--- config.mk ---
export PLATFORM = sky130hd
export DESIGN_NAME = mini16_s2m_collector
export DESIGN_NICKNAME = d
export VERILOG_FILES = /design/src/rtl/mini16_s2m_collector.sv
export SDC_FILE = /design/constraint.sdc
export NUM_CORES = 1
export LEC_CHECK = 0
export ABC_AREA = 1
export CAP_MARGIN = 20
export CELL_PAD_IN_SITES_DETAIL_PLACEMENT = 1
export CELL_PAD_IN_SITES_GLOBAL_PLACEMENT = 2
export CORE_MARGIN = 8
export CORE_UTILIZATION = 19
export CTS_CLUSTER_DIAMETER = 100
export DETAILED_ROUTE_END_ITERATION = 8
export GPL_ROUTABILITY_DRIVEN = 0
export HOLD_SLACK_MARGIN = 0.06
export PLACE_DENSITY = 0.81
export SETUP_SLACK_MARGIN = 0.5
export SLEW_MARGIN = 20
export SYNTH_ARGS = -nofsm -noshare
export SYNTH_HDL_FRONTEND = slang
export SYNTH_SLANG_ARGS = --single-unit
--- constraint.sdc ---
create_clock -name clk -period 1.5 [get_ports clk]
set_input_delay 0.3 -clock clk [delete_from_list [all_inputs] [get_ports clk]]
set_output_delay 0.3 -clock clk [all_outputs]
set_load 0.03 [all_outputs]
--- src/rtl/mini16_s2m_collector.sv ---
// Round-robin drain of the PE s2m FIFOs into the master's s2m receive memory.
// Each popped {addr, data} item becomes one write, tagged with its source core.
module mini16_s2m_collector #(
    parameter int CORES     = 4,
    parameter int WIDTH_D   = 16,
    parameter int DEPTH_V_F = 16,
    parameter int DEPTH_S2M = 8,
    parameter int MAX_BURST = 4,
    parameter int WIDTH_CNT = 16,
    localparam int CI = (CORES > 1) ? $clog2(CORES) : 1,
    localparam int IW = WIDTH_D + DEPTH_V_F
) (
    input  logic                  clk,
    input  logic                  reset_n,
    input  logic                  enable,
    output logic [CORES-1:0]      fifo_req_r,
    input  logic [CORES-1:0]      fifo_valid,
    input  logic [CORES*IW-1:0]   fifo_r_data,
    output logic [DEPTH_S2M-1:0]  w_addr,
    output logic [WIDTH_D-1:0]    w_data,
    output logic [CI-1:0]         w_core,
    output logic                  we,
    input  logic                  w_ready,
    output logic                  busy,
    output logic [WIDTH_CNT-1:0]  item_count
);

    // state | meaning
    // IDLE  | polling stopped, all strobes low
    // REQ   | pop request to core r_cur for this one cycle
    // WAIT  | pop response cycle, capture item if fifo_valid[r_cur]
    // WRITE | write strobe held until w_ready
    localparam logic [1:0] S_IDLE  = 2'd0;
    localparam logic [1:0] S_REQ   = 2'd1;
    localparam logic [1:0] S_WAIT  = 2'd2;
    localparam logic [1:0] S_WRITE = 2'd3;

    localparam int BW = (MAX_BURST > 1) ? $clog2(MAX_BURST) : 1;

    logic [1:0]           r_state;
    logic [1:0]           w_nxt_state;
    logic [CI-1:0]        r_cur;
    logic [CI-1:0]        w_nxt_cur;
    logic [CI-1:0]        w_cur_adv;
    logic [BW-1:0]        r_burst;
    logic [BW-1:0]        w_nxt_burst;
    logic [CORES-1:0]     r_req;
    logic [CORES-1:0]     w_req_onehot;
    logic                 r_we;
    logic                 r_busy;
    logic [DEPTH_S2M-1:0] r_addr;
    logic [WIDTH_D-1:0]   r_data;
    logic [CI-1:0]        r_core;
    logic [WIDTH_CNT-1:0] r_count;
    logic [IW-1:0]        w_item;
    logic                 w_hit;
    logic                 w_accept;
    logic                 w_unused_item;

    assign w_item    = fifo_r_data[r_cur*IW +: IW];
    // upper address bits are bank select and intentionally dropped
    assign w_unused_item = ^w_item;
    assign w_hit     = (r_state == S_WAIT) && fifo_valid[r_cur];
    assign w_accept  = (r_state == S_WRITE) && w_ready;
    assign w_cur_adv = (r_cur == CI'(CORES - 1)) ? '0 : r_cur + CI'(1);

    always_comb begin
        w_nxt_state = r_state;
        w_nxt_cur   = r_cur;
        w_nxt_burst = r_burst;
        case (r_state)
            S_IDLE: begin
                if (enable) w_nxt_state = S_REQ;
            end
            S_REQ: begin
                w_nxt_state = S_WAIT;
            end
            S_WAIT: begin
                if (fifo_valid[r_cur]) begin
                    w_nxt_state = S_WRITE;
                end else begin
                    w_nxt_cur   = w_cur_adv;
                    w_nxt_burst = '0;
                    w_nxt_state = enable ? S_REQ : S_IDLE;
                end
            end
            S_WRITE: begin
                if (w_ready) begin
                    if ((int'(r_burst) + 1 < MAX_BURST) && enable) begin
                        w_nxt_burst = r_burst + BW'(1);
                        w_nxt_state = S_REQ;
                    end else begin
                        w_nxt_cur   = w_cur_adv;
                        w_nxt_burst = '0;
                        w_nxt_state = enable ? S_REQ : S_IDLE;
                    end
                end
            end
            default: w_nxt_state = S_IDLE;
        endcase
    end

    always_comb begin
        w_req_onehot = '0;
        if (w_nxt_state == S_REQ) w_req_onehot[w_nxt_cur] = 1'b1;
    end

    always_ff @(posedge clk or negedge reset_n) begin
        if (!reset_n) begin
            r_state <= S_IDLE;
            r_cur   <= '0;
            r_burst <= '0;
            r_req   <= '0;
            r_we    <= 1'b0;
            r_busy  <= 1'b0;
            r_addr  <= '0;
            r_data  <= '0;
            r_core  <= '0;
            r_count <= '0;
        end else begin
            r_state <= w_nxt_state;
            r_cur   <= w_nxt_cur;
            r_burst <= w_nxt_burst;
            r_req   <= w_req_onehot;
            r_we    <= (w_nxt_state == S_WRITE);
            r_busy  <= (w_nxt_state != S_IDLE);
            if (w_hit) begin
                r_addr <= w_item[WIDTH_D +: DEPTH_S2M];
                r_data <= w_item[WIDTH_D-1:0];
                r_core <= r_cur;
            end
            if (w_accept) r_count <= r_count + WIDTH_CNT'(1);
        end
    end

    assign fifo_req_r = r_req;
    assign we         = r_we;
    assign busy       = r_busy;
    assign w_addr     = r_addr;
    assign w_data     = r_data;
    assign w_core     = r_core;
    assign item_count = r_count;

endmodule

# [Word level (Yosys, flattened, before mapping)]
# Cells that the tools add are included.
[word_totals] out_inout_bits=48 wordCells=55 reg_bits=54 input_bits=136
[op_classes] n_mux=20 n_shift=1 eq_ne=8 add_sub_neg=4 n_reduce_logical=8 order_cmp=4
[op_table] cell="variable part select 128 x 8 -> 24 bit" count=1
[op_table] cell="two-way mux 2 bit" count=10
[op_table] cell="adder 16 x 1 -> 16 bit, second input constant" count=1
[op_table] cell="== test 2 bit, second input constant" count=4
[op_table] cell="one-hot mux 2 bit (2 select lines)" count=2
[op_table] cell="one-hot mux 2 bit (4 select lines)" count=1
[op_table] cell="less-than comparator 2 x 3 -> 1 bit, second input constant" count=2
[op_table] cell="adder 2 x 1 -> 2 bit, second input constant" count=2
[op_table] cell="== test 2 x 1 -> 1 bit, second input constant" count=2
[op_table] cell="logical AND 1 bit" count=4
[op_table] cell="two-way mux 1 bit" count=4
[op_table] cell="two-way mux 4 bit" count=1
[op_table] cell="!= test 2 bit, second input constant" count=2
[op_table] cell="nonzero test 2 bit" count=2
[op_table] cell="adder 2 x 1 -> 3 bit, second input constant" count=1
[op_table] cell="less-than comparator 3 bit, second input constant" count=1
[op_table] cell="AND reduction 3 bit" count=1
[op_table] cell="binary-select mux 1 bit (select 2 bit)" count=1
[op_table] cell="demux 1 bit (select 2 bit)" count=1
[op_table] cell="greater-or-equal comparator 2 x 1 -> 1 bit, second input constant" count=1
[op_table] cell="logical NOT 2 bit" count=1

# [Depth between registers and ports, before layout]
[logic_depth] depth_word=11 ltp_mapped=12

# [Least setup slack after synthesis]
# OpenSTA, ideal clock, no wires.
[synth_path] path_type="flip-flop to flip-flop" from="register r_count[0] (netlist: item_count[0])" to="register r_count[10] (netlist: item_count[10])" path_buffers=0 t_arrival_ns=1.338 path_stages_with_launch=8 slack_ns=0.040 cell_sequence="dfrtp_1 -> ha_1 -> nand2_4 -> nor2_4 -> nand2_2 -> nor2_4 -> nand2_1 -> xor2_1"
[synth_between] elab_chain_len=1
[synth_lines] element="from (decl)" line="54" rtl="logic [WIDTH_CNT-1:0] r_count;"
[synth_lines] element="from (signal assigned)" line="132" rtl="if (w_accept) r_count <= r_count + WIDTH_CNT'(1);"
[synth_lines] element="adder 16 x 1 -> 16 bit" line="132"
# Every way passes these cells.
# A chain may end at the register's enable or synchronous reset.

# [Worst setup path after layout]
[layout_path] from="register r_cur[0]" to="register r_req[0] (netlist: fifo_req_r[0])"
[layout_between] elab_chain_len=10
[layout_lines] element="from (decl)" line="42" rtl="logic [CI-1:0] r_cur;"
[layout_lines] element="from (signal assigned)" line="122" rtl="r_cur <= w_nxt_cur;"
[layout_lines] element="adder 2 x 1 -> 2 bit / == test 2 bit (equally long branches)" line="65" rtl="assign w_cur_adv = (r_cur == CI'(CORES - 1)) ? '0 : r_cur + CI'(1);"
[layout_lines] element="two-way mux 2 bit" line="65"
[layout_lines] element="two-way mux 2 bit" line="89" rtl="if ((int'(r_burst) + 1 < MAX_BURST) && enable) begin"
[layout_lines] element="two-way mux 2 bit" line="88" rtl="if (w_ready) begin"
[layout_lines] element="one-hot mux 2 bit (2 select lines)" line="71" rtl="case (r_state)"
[layout_lines] element="less-than comparator 2 x 3 -> 1 bit (not written as such) / greater-or-equal comparator 2 x 1 -> 1 bit (equally long branches)" line="105" rtl="if (w_nxt_state == S_REQ) w_req_onehot[w_nxt_cur] = 1'b1;"
[layout_lines] element="logical AND 1 bit (not written as such)" line="105"
[layout_lines] element="two-way mux 1 bit (not written as such)" line="105"
[layout_lines] element="demux 1 bit (select 2 bit)" line="105"
[layout_lines] element="two-way mux 4 bit *" line="105"
[layout_lines] element="net w_req_onehot[0]" line="48" rtl="logic [CORES-1:0] w_req_onehot;"
[layout_lines] element="to (signal assigned)" line="124" rtl="r_req <= w_req_onehot;"
[layout_lines] element="to (decl)" line="47" rtl="logic [CORES-1:0] r_req;"
# Mark *: on every way through the listed nets, which the timed path passes. The rest lies on a longest branch. The select of a mux whose other input is x is not followed.

==> impl_metrics.py <==
metrics = {
    "power_and_ir_drop": {
        "cellPowerDensity_mw_per_mm2": 1680,
        "irDropWorstVdd_mv": 0.717,
        "finalPower_uw": 10300,
        "cellLeakagePower_uw": 0.00288,
    },
    "synthesis": {
        "synth_async_sr_flop_share": 1.00,
        "ys_top_cells_by_area": "sky130_fd_sc_hd__dfrtp_1 45%, sky130_fd_sc_hd__nand2_1 12%, sky130_fd_sc_hd__nor2_1 11%",
        "post_synth_instance_area_mm2": 0.00304,
        "yosys_warnings": 0,
        "synthDominantAreaCellType": "sky130_fd_sc_hd__dfrtp_1",
        "mappedNetlistNets": 553,
        "mean_cell_area_of_the_mapped_netlist_um2": 7.33,
        "yosys_most_used_dff": "sky130_fd_sc_hd__dfrtp_1",
        "synth-seq-cells": 54,
        "synthesis.instances": 414,
        "synth_largest_type_area_fraction": 0.445,
        "synth_seq_area_share": 0.445,
        "number_of_library_cell_types_mapped_by_synthesis": 27,
        "synth_enable_flop_cells": 0,
    },
    "sta": {
        "setup_repair_after_global_routing_missed_its_margin": "true",
        "slew_headroom": 0.786,
        "final_number_of_max_transition_violations": 0,
        "max_clock_freq_mhz": 697,
        "setup_viol": 0,
        "max_slew.worst_pin.slew_ns": 0.322,
        "final-hold-violation-count": 0,
        "period_needed_ns": 1.43,
        "finClkSkew_ns": 0.00759,
        "finalCritPeriodShare": 0.956,
    },
    "grt": {
        "grt_first_pass_wirelength_mm": 20.6,
        "total_gr_overflow": 0,
        "gr-usage-all-layers": 0.131,
        "antenna_found_initial": 0,
        "number_of_global_route_vias_before_repair": 3927,
        "grt_max_degree": 55,
    },
    "setup_path": {
        "regToRegSetupSlack_ns": 0.07,
        "rr_endpoint": "fifo_req_r[0]",
        "cp.required_ns": 1.75,
        "setup_crit_start": "r_cur[0]",
        "cp_slowest_stage_delay_ns": 0.49,
        "regToRegStartpoint": "r_cur[0]",
        "crit_end": "fifo_req_r[0]",
        "timing.critical_path.mode_cell": "sky130_fd_sc_hd__nand2_2",
        "critPathCaptureType": "flop",
        "worstSetupPathType": "reg2reg",
        "arr_time_crit_path_ns": 1.69,
        "crit_fanout": 6,
        "cp-start-kind": "flop",
        "critical_path.slowest_cell": "sky130_fd_sc_hd__dfrtp_2",
        "critical_path.cell_chain": "inv_6 > nand2_2 > nand3_2 > nand2_2 > nand2_4 > nand2_2 > inv_2 > nand2_2 > nand2_2 > nand2_1 > inv_1",
        "reg2reg_depth": 11,
    },
    "layout": {
        "fin_nets": 778,
        "layout-area-overhead-vs-synth_pct": 102,
        "fillCellCount": 1844,
        "diodes_inserted": 0,
        "layout_cells_sized_above_1": 0.344,
        "mostFrequentLayoutCells": "101 x sky130_fd_sc_hd__clkdlybuf4s50_1, 82 x sky130_fd_sc_hd__nor2_1, 78 x sky130_fd_sc_hd__nand2_1",
        "postLayoutCellArea_mm2": 0.00612,
        "postLayoutCoreUtil": 0.388,
        "final_common_cell": "sky130_fd_sc_hd__clkdlybuf4s50_1",
    },
    "floorplan": {
        "initial_core_util": 0.192,
        "die_w_um": 142,
        "chipHeight_um": 142,
        "boundaryPins": 184,
        "die_area_mm2": 0.0203,
        "placement_rows": 46,
        "fp.coreArea_mm2": 0.0158,
    },
    "hold_path": {
        "min-delay-path-class": "reg2reg",
        "hold_path.startpoint": "w_data[2]",
    },
    "clock_network": {
        "cts_made_buffers": 5,
        "clock_tree.root_cell": "sky130_fd_sc_hd__clkbuf_16",
        "htree_levels": 2,
        "insertion_delay_ns": 0.31,
        "tritoncts": "built",
        "tritoncts_num_sinks": 54,
        "cts.clk_slew.worst_paths_ns": 0.07,
        "cts-root-to-sink-buffers": 2,
    },
    "routing": {
        "wire_length_per_cell_after_detailed_routing_um": 16.3,
        "drt-pass1-iter-count": 4,
        "wl_met2_mm": 7.33,
        "drt_drc_violations_left": 0,
        "detail_route.wirelength.met1_mm": 5.36,
        "viasPerCell": 4.27,
        "met3_wirelength_um": 999,
        "drt_iter0_markers": 90,
        "number_of_nets_with_antenna_violations_after_detailed_routing": 0,
        "num_vias": 3656,
        "detail_route.wirelength_mm": 13.9,
        "top_layer_used": "met4",
    },
    "status": {
        "run_status": "finished clean",
    },
    "job": {
        "drv.max_cap_violation_count": 0,
    },
    "placed_design": {
        "instance_area_after_placement_mm2": 0.00509,
        "dp.final_hpwl_mm": 9.57,
        "port-buffer-count": 151,
    },
}
[sequential cells by signal, indices dropped and copies added, names as in the netlist]
signal / count
r_state: 2
w_data: 16
w_core: 2
r_cur: 2
item_count: 16
busy: 1
fifo_req_r: 4
we: 1
r_burst: 2
w_addr: 8
[worst max-delay path: cells and delay by family (launching register included)]
| family | cells | cell delay (ns) |
|---|---|---|
| and+or+nand+nor | 8 | 0.65 |
| buffers and inverters | 3 | 0.23 |
| DFF | 1 | 0.49 |
[cell usage after synthesis, types with 5 or more instances]
cell / count
sky130_fd_sc_hd__nand2_1: 99
sky130_fd_sc_hd__nor2_1: 87
sky130_fd_sc_hd__dfrtp_1: 54
sky130_fd_sc_hd__o21ai_0: 52
sky130_fd_sc_hd__inv_1: 21
sky130_fd_sc_hd__o22ai_1: 15
sky130_fd_sc_hd__nand3_1: 14
sky130_fd_sc_hd__clkbuf_1: 10
sky130_fd_sc_hd__a31oi_1: 9
sky130_fd_sc_hd__xnor2_1: 7
sky130_fd_sc_hd__buf_2: 6
sky130_fd_sc_hd__xor2_1: 6
sky130_fd_sc_hd__nand2_2: 5
[worst min-delay path by stage]
stage | depth (start not counted) | slack, ns | end
final | 2 | 0.51 | w_data[2]
after global routing | 2 | 0.52 | w_data[2]
after CTS | 2 | 0.50 | w_addr[3]
after detailed placement | 2 | 0.33 | w_data[8]
after global placement | 2 | 0.33 | w_data[8]
after floorplan | 0 | 0.004 | busy
[cell families after synthesis]
kind of cell | count (synthesis) | synth area share
simple gates | 215 | 0.292
compound gates | 81 | 0.144
flops | 54 | 0.445
buf+inv | 48 | 0.0684
xor+xnor | 13 | 0.0375
fa+ha+maj | 3 | 0.0124
[routing by layer]
layer	vias to the layer above	GRT usage
li1	1785	-
met1	1759	0.129
met2	96	0.248
met3	16	0.0473
met4	0	0.0431
met5	-	0
[where the power goes]
| group | switching (uW) | total [uW] | internal [uW] |
|---|---|---|---|
| logic | 3430 | 6500 | 3080 |
| registers | 501 | 2510 | 2010 |
| clock network | 584 | 1260 | 673 |
[layout make-up]
type / instances / area, um^2 / share of cell area
clock buffers: 6 / 139 / 0.0227
clock inverters: 2 / 16.3 / 0.00266
inverters: 27 / 121 / 0.0198
multi-input cells: 312 / 1720 / 0.281
flip-flops and latches: 54 / 1370 / 0.223
well taps: 216 / 270 / 0.0441
repair buffers: 239 / 2490 / 0.407
[timing repair]
| action | in CTS | in global routing |
|---|---|---|
| gates cloned | 2 | 2 |
| endpoints found under the hold margin | 54 | 0 |
| hold buffers | 1 | 0 |
| endpoints found under the setup margin | 102 | 102 |
| setup buffers | 35 | 17 |
| gates resized for setup | 377 | 37 |
| pin swaps | 22 | 19 |
[metrics by stage]
step                      std cells  setup TNS [ns]  hold slack, ns  setup WS [ns]
after detailed placement        791           -8.01           0.326         -0.303
after floorplan                 414               0         0.00441          0.194
final                           856               0           0.506         0.0657
after global placement          791           -6.58           0.325         -0.247
after CTS                       837               0           0.504         0.0636
after global routing            856          -0.198           0.525        -0.0313
(Power assumes the default switching activity.)
